`config.mk`:
```
export PLATFORM = sky130hd
export DESIGN_NAME = regfile_wb_arbiter
export DESIGN_NICKNAME = d
export VERILOG_FILES = /design/src/rtl/regfile_wb_arbiter.sv
export SDC_FILE = /design/constraint.sdc
export NUM_CORES = 1
export LEC_CHECK = 0
export BUFFER_PORTS_ARGS = -buffer_cell sky130_fd_sc_hd__clkbuf_2
export CAP_MARGIN = 10
export CORE_MARGIN = 10
export CORE_UTILIZATION = 40
export DETAILED_ROUTE_END_ITERATION = 10
export GPL_TIMING_DRIVEN = 1
export HOLD_SLACK_MARGIN = 0.12
export PLACE_DENSITY = 0.65
export REMOVE_ABC_BUFFERS = 1
export SYNTH_ARGS = -nofsm -noshare
export SYNTH_HDL_FRONTEND = slang
export SYNTH_SLANG_ARGS = --single-unit
```
`constraint.sdc`:
```
create_clock -name clk -period 8.6 [get_ports clk]
set_input_delay 1.29 -clock clk [delete_from_list [all_inputs] [get_ports clk]]
set_output_delay 1.29 -clock clk [all_outputs]
set_load 0.05 [all_outputs]
```
`src/rtl/regfile_wb_arbiter.sv`:
```
// Writeback arbiter: merges N_REQ writeback requesters onto a two-write-port
// register file, round-robin, with same-address deferral and x0 short-circuit.
`timescale 1ns/1ps

module regfile_wb_arbiter #(
    parameter int N_REQ = 3
) (
    input  logic                   clk,
    input  logic                   rst,
    input  logic [N_REQ-1:0]       wb_valid,
    input  logic [N_REQ-1:0][4:0]  wb_addr,
    input  logic [N_REQ-1:0][31:0] wb_data,
    output logic [N_REQ-1:0]       wb_ready,
    output logic [4:0]             reg_addr1,
    output logic [4:0]             reg_addr2,
    output logic [31:0]            wr_data1,
    output logic [31:0]            wr_data2,
    output logic [1:0]             rdwr_config,
    output logic [7:0]             conflict_count
);

    localparam int PW = (N_REQ > 1) ? $clog2(N_REQ) : 1;

    typedef struct packed {
        logic        en;
        logic [4:0]  addr;
        logic [31:0] data;
    } grant_t;

    logic [PW-1:0]    ptr;
    logic [PW-1:0]    ptr_next;
    logic [PW-1:0]    idx;
    logic [PW-1:0]    last_idx;
    logic             any_acc;
    logic [N_REQ-1:0] grant_ready;
    logic [7:0]       n_conf;
    grant_t           p1;
    grant_t           p2;

    // Requester visited at position k of the priority order starting at base.
    function automatic logic [PW-1:0] rr_index(input logic [PW-1:0] base, input int k);
        int s;
        s = int'(base) + k;
        if (s >= N_REQ) s = s - N_REQ;
        return PW'(s);
    endfunction

    always_comb begin
        // NOTE: every variable gets a default before the scan, so no path leaves one unassigned (no latch).
        p1          = '0;
        p2          = '0;
        grant_ready = '0;
        n_conf      = '0;
        any_acc     = 1'b0;
        last_idx    = ptr;
        idx         = '0;
        for (int k = 0; k < N_REQ; k++) begin
            idx = rr_index(ptr, k);
            if (wb_valid[idx]) begin
                if (wb_addr[idx] == 5'd0) begin
                    grant_ready[idx] = 1'b1;
                    any_acc          = 1'b1;
                    last_idx         = idx;
                end else if ((p1.en && p1.addr == wb_addr[idx]) ||
                             (p2.en && p2.addr == wb_addr[idx])) begin
                    n_conf = n_conf + 8'd1;
                end else if (!p1.en) begin
                    p1.en            = 1'b1;
                    p1.addr          = wb_addr[idx];
                    p1.data          = wb_data[idx];
                    grant_ready[idx] = 1'b1;
                    any_acc          = 1'b1;
                    last_idx         = idx;
                end else if (!p2.en) begin
                    p2.en            = 1'b1;
                    p2.addr          = wb_addr[idx];
                    p2.data          = wb_data[idx];
                    grant_ready[idx] = 1'b1;
                    any_acc          = 1'b1;
                    last_idx         = idx;
                end
            end
        end

        if (!any_acc)                          ptr_next = ptr;
        else if (last_idx == PW'(N_REQ - 1))   ptr_next = '0;
        else                                   ptr_next = last_idx + 1'b1;
    end

    // Handshake is suppressed during reset so nothing is accepted that would be dropped.
    assign wb_ready = rst ? grant_ready : '0;

    always_ff @(posedge clk or negedge rst) begin
        if (!rst) begin
            ptr            <= '0;
            rdwr_config    <= 2'b00;
            reg_addr1      <= '0;
            reg_addr2      <= '0;
            wr_data1       <= '0;
            wr_data2       <= '0;
            conflict_count <= '0;
        end else begin
            // NOTE: non-blocking assignments so every register samples pre-edge values.
            ptr         <= ptr_next;
            rdwr_config <= {p2.en, p1.en};
            if (p1.en) begin
                reg_addr1 <= p1.addr;
                wr_data1  <= p1.data;
            end
            if (p2.en) begin
                reg_addr2 <= p2.addr;
                wr_data2  <= p2.data;
            end
            if (n_conf >= 8'd255 - conflict_count) conflict_count <= 8'd255;
            else                                   conflict_count <= conflict_count + n_conf;
        end
    end

endmodule

```
**Word level (Yosys, flattened, before mapping)**

Cells that the tools add are included.

- Register bits after elaboration: 86
- Output and inout port bits: 87

- Add/subtract/negate cells: 9
- Order comparisons: 10
- Equal/unequal tests: 4
- Muxes and demuxes: 82
- Bitwise operators: 2
- Reductions and logical operators: 10

Operators with widths:

| operator | count |
|---|---|
| $mux 38 | 16 |
| $bmux 32 s2 | 3 |
| $mux 37 | 3 |
| $mux 32 | 3 |
| $mux 8 | 4 |
| $bmux 5 s2 | 3 |
| $mux 3 | 10 |
| $mux 2 | 13 |
| $mux 1 | 18 |
| $eq 5x5->1 | 3 |
| $logic_not 5->1 | 3 |
| $mux 5 | 3 |
| $lt 2x3->1 const B | 3 |
| $add 8x1->8 const B | 1 |
| $add 8x8->8 | 1 |
| $ge 8x8->1 | 1 |
| $sub 8x8->8 const A | 1 |
| $bmux 1 s2 | 3 |
| $demux 1 s2 | 3 |
| $ge 2x1->1 const B | 3 |
| $ge 3x2->1 const B | 2 |
| $logic_and 1x1->1 | 6 |
| $or 3x3->3 | 2 |
| $sub 2x2->2 const B | 3 |
| other kinds (6) | 6 |

**Depth between registers and ports, before layout**

- Depth after elaboration: 20
- Depth in mapped cells: 22
- Mapped depth without buffers: 18

**Worst setup path after synthesis**

Ideal clock, no wire load.

- Kind: input -> output
- Start: input port wb_addr[8] (netlist bit)
- End: output port wb_ready[1]
- Arrival time: 4.286 ns
- Path slack: 3.024 ns
- Stages on the path: 11
- Path buffers: 1
- Path through: mux2i_1 o2bb2ai_1 or4_4 o21ai_4 nand3_1 mux2_1 and4_1 buf_2 nor3_1 nand3_1 a31oi_1

- Word-level cells in the longest chain between the ends: 17

Ends and longest elaborated chain:

| what | line | RTL |
|---|---|---|
| from (decl) | 11 | `input logic [N_REQ-1:0][4:0] wb_addr,` |
| $bmux 5 s2 | - |  |
| $mux 5 (implied by the code) | 60, 69 |  |
| $logic_not 5->1 | - |  |
| $mux 38 | 60 | `if (wb_addr[idx] == 5'd0) begin` |
| $mux 38 | 59 | `if (wb_valid[idx]) begin` |
| $eq 5x5->1 | 64 | `end else if ((p1.en && p1.addr == wb_addr[idx]) \|\|` |
| $logic_and 1x1->1 | 64 |  |
| $mux 38 or $mux 3 (tied branches) | 64 |  |
| $mux 38 or $mux 3 (tied branches) | 60 |  |
| $mux 38 or $mux 3 (tied branches) | 59 |  |
| $eq 5x5->1, or another cell as far along | 64 |  |
| $logic_and 1x1->1, or another cell as far along | 64 |  |
| $logic_or 1x1->1 or $mux 3 (tied branches) | 64, 67 |  |
| $mux 3 | 64 |  |
| $mux 3 | 60 |  |
| $mux 3 * | 59 |  |
| $mux 3 * | 91 | `assign wb_ready = rst ? grant_ready : '0;` |
| to (decl) | 13 | `output logic [N_REQ-1:0] wb_ready,` |

Mark *: on every way between the ends. The rest lies on a longest branch, timed or not. The select of a mux whose other input is x is not followed.

**Worst setup path after layout**

- Start: register ptr[0]
- End: output port wb_ready[1]

- Word-level cells in the longest chain between the ends: 19

Ends and longest elaborated chain:

| what | line | RTL |
|---|---|---|
| from (decl) | 30 | `logic [PW-1:0] ptr;` |
| from (signal assigned) | 104 | `ptr <= ptr_next;` |
| branches (longest 17 deep; another with $add 2x1->3) | - |  |
| $mux 3 * | 59 |  |
| $mux 3 * | 91 |  |

Mark *: on every way between the ends. The select of a mux whose other input is x is not followed.

==> results_dict.tcl <==
set metrics [dict create \
    final_cells 1304 \
    drc 0 \
    path_buf_inv 2 \
    cpPeakStageDelay_ns 1.00 \
    timing_worst_slew_pin_value_ns 1.12 \
    crit_path_frequent_cell "nand3_1" \
    start_util_pct 41.2 \
    overflow 0 \
    avgSynthCellArea_um2 7.76 \
    n_fill_cell 1734 \
    grt_pass1_vias 7661 \
    pre_cts_ws_ns 2.35 \
    viasPerCell 5.88 \
    synthCells 924 \
    synth.distinct_cells 55 \
    die_w_um 154 \
    dpl.cell_count 1288 \
    max_slew_margin_pct 24.9 \
    drv_slew 0 \
    endpoint_kind "primary output" \
    yosysTopAreaCellShare_pct 30.0 \
    rows 48 \
    hp-start "reg_addr2[4]" \
    synthTopCellsByArea "dfrtp_1 30%, mux2i_1 16%, o21ai_0 11%" \
    layout_setup_ws_ns 1.83 \
    fin_nets 1199 \
    synth_ff_type "dfrtp_1" \
    htree_levels 3 \
    grt_pass1_wl_um 42400 \
    outcome "complete, no violations" \
    yosys_warnings 0 \
    multi_input_area_um2 4710 \
    core_area_um2 17400 \
    min_to "reg_addr2[4]" \
    synth_most_common_cell "nand2_1" \
    fmax_ghz 0.148 \
    clock_path_buffers 2 \
    r2r-start "ptr[0]" \
    drive_gt1_share_pct 22.3 \
    grt_max_degree 89 \
    dieArea_um2 23700 \
    totalWireLength_um 26400 \
    min_period_over_period_pct 78.7 \
    pin_count 203 \
    antenna_found_initial 1 \
    final.min_clock_period_ns 6.77 \
    async_flop_share_pct 100 \
    synth_edf_count 0 \
    post_cts_buffers 0 \
    wl_per_cell_um 20.3 \
    crit_required_ns 7.31 \
    cts.sinks 86 \
    reg2reg_slack_ns 2.63 \
    path_class "register to primary output" \
    startpoint_type "register" \
    cts.repair.resized 0 \
    ant_nets 0 \
    ys_seq_elements 86 \
    insertedDiodeCount 0 \
    yosysSeqAreaShare_pct 30.0 \
    syn_to_final_growth_pct 19.7 \
    crit_family "simple AND/OR/NAND/NOR gates" \
    netlist_area_um2 7170 \
    drt_first_pass_iters 5 \
    grt_use_total_pct 21.7 \
    synth_top_area_cell "dfrtp_1" \
    finalSetupViolCount 0 \
    regArea_um2 2150 \
    place.gp.congestion 0.917 \
    place.detailed.hpwl_um 18200 \
    rr_endpoint "conflict_count[7]" \
    drt_iter0_drc 590 \
    tns_ns 0 \
    cts.clk_slew.worst_paths_ns 0.06 \
    skew_ns 0.00569 \
    hold_buffers 0 \
    r2r_cells 18 \
    via_count 7668 \
    finalHoldViolations 0 \
    io_buffer_count 202 \
    synthTopCellsByCount "163 x nand2_1, 160 x o21ai_0, 117 x mux2i_1, 86 x dfrtp_1, 84 x a21oi_1" \
    clock_latency_ns 0.35 \
    crit_chain "inv_1 > ha_4 > nor2b_4 > o2bb2ai_1 > or4_4 > o21ai_4 > nand3_1 > mux2_1 > and4_1 > nor3_1 > nand3_1 > a31oi_1 > clkbuf_2" \
    rsz0062_at_grt "no" \
    cts_tree "built" \
    crit_slowest_cell "nor2b_4" \
    drv_cap 0 \
    worst-endpoint-arrival_ns 5.48 \
    cts_inserted_buffers 9 \
    cts_root_buf "clkbuf_16" \
    whs_path_depth 1 \
    min_path_type "register to register" \
    cp_max_fo 88 \
    die_y_um 154 \
]
[worst max-delay path by stage]
stage | from | end | slack, ns | depth (start not counted)
after floorplan | ptr[0] | wb_ready[1] | 0.55 | 11
after global placement | ptr[0] | wb_ready[0] | 2.43 | 13
after detailed placement | ptr[0] | wb_ready[1] | 2.35 | 13
after CTS | ptr[0] | wb_ready[1] | 1.94 | 13
after global routing | ptr[0] | wb_ready[0] | 1.47 | 13
final | ptr[0] | wb_ready[1] | 1.83 | 13
[layout make-up]
class                           instances  share of cell area, %
Clock inverter                          3                  0.496
Clock buffer                           13                   3.03
Sequential cell                        86                   25.1
Inverter                               10                  0.438
Tap cell                              225                   3.28
Multi-Input combinational cell        754                   54.9
Timing Repair Buffer                  213                   12.8
[layout by cell type, fill, tap and decap left out, drive strengths merged, types with 3 or more instances in the layout]
master	count
nand4	4
o32ai	7
a32oi	4
a21oi	84
nand3b	3
and3	5
nand3	11
o21ai	171
mux2i	117
nor2b	36
buf	12
o2bb2ai	9
dfrtp	86
nand2b	5
a31oi	5
nor4	10
o22ai	12
nor2	17
xor2	4
a2bb2oi	6
ha	8
inv	9
a22oi	31
clkbuf	214
xnor2	10
nor3	8
nand2	163
[flip-flops by register name, indices dropped and copies added, names as in the netlist]
| signal | cells |
|---|---|
| wr_data1 | 32 |
| wr_data2 | 32 |
| rdwr_config | 2 |
| reg_addr2 | 5 |
| reg_addr1 | 5 |
| ptr | 2 |
| conflict_count | 8 |
[kinds of logic (layout without fill, tap and decap cells)]
group | count (synthesis) | after routing | synth area share [%]
flops | 86 | 86 | 30.0
xor+xnor | 14 | 14 | 1.71
fa+ha+maj | 9 | 9 | 1.68
simple gates | 272 | 272 | 17.6
compound gates | 340 | 340 | 27.1
buf+inv | 84 | 239 | 5.24
mux | 119 | 119 | 16.7
[layer usage]
metal	GRT usage, %	vias to the layer above	share of wire (%)
li1	-	3665	-
met1	27.7	3595	42
met2	34.9	376	46
met3	6.69	32	10
met4	5.31	0	1.6
met5	0	-	0
[metrics by stage]
stage	utilization [%]	hold slack (ns)	cell area, um2
2_1_floorplan	-	0.586	6830
3_3_place_gp	47.5	0.483	8280
3_5_place_dp	47.5	0.485	8280
4_1_cts	49.3	0.502	8580
5_1_grt	49.3	0.521	8580
6_report	49.3	0.503	8580
Power is not shown: default switching activity piles up to over one toggle a cycle in this logic, so the estimate is an artifact.
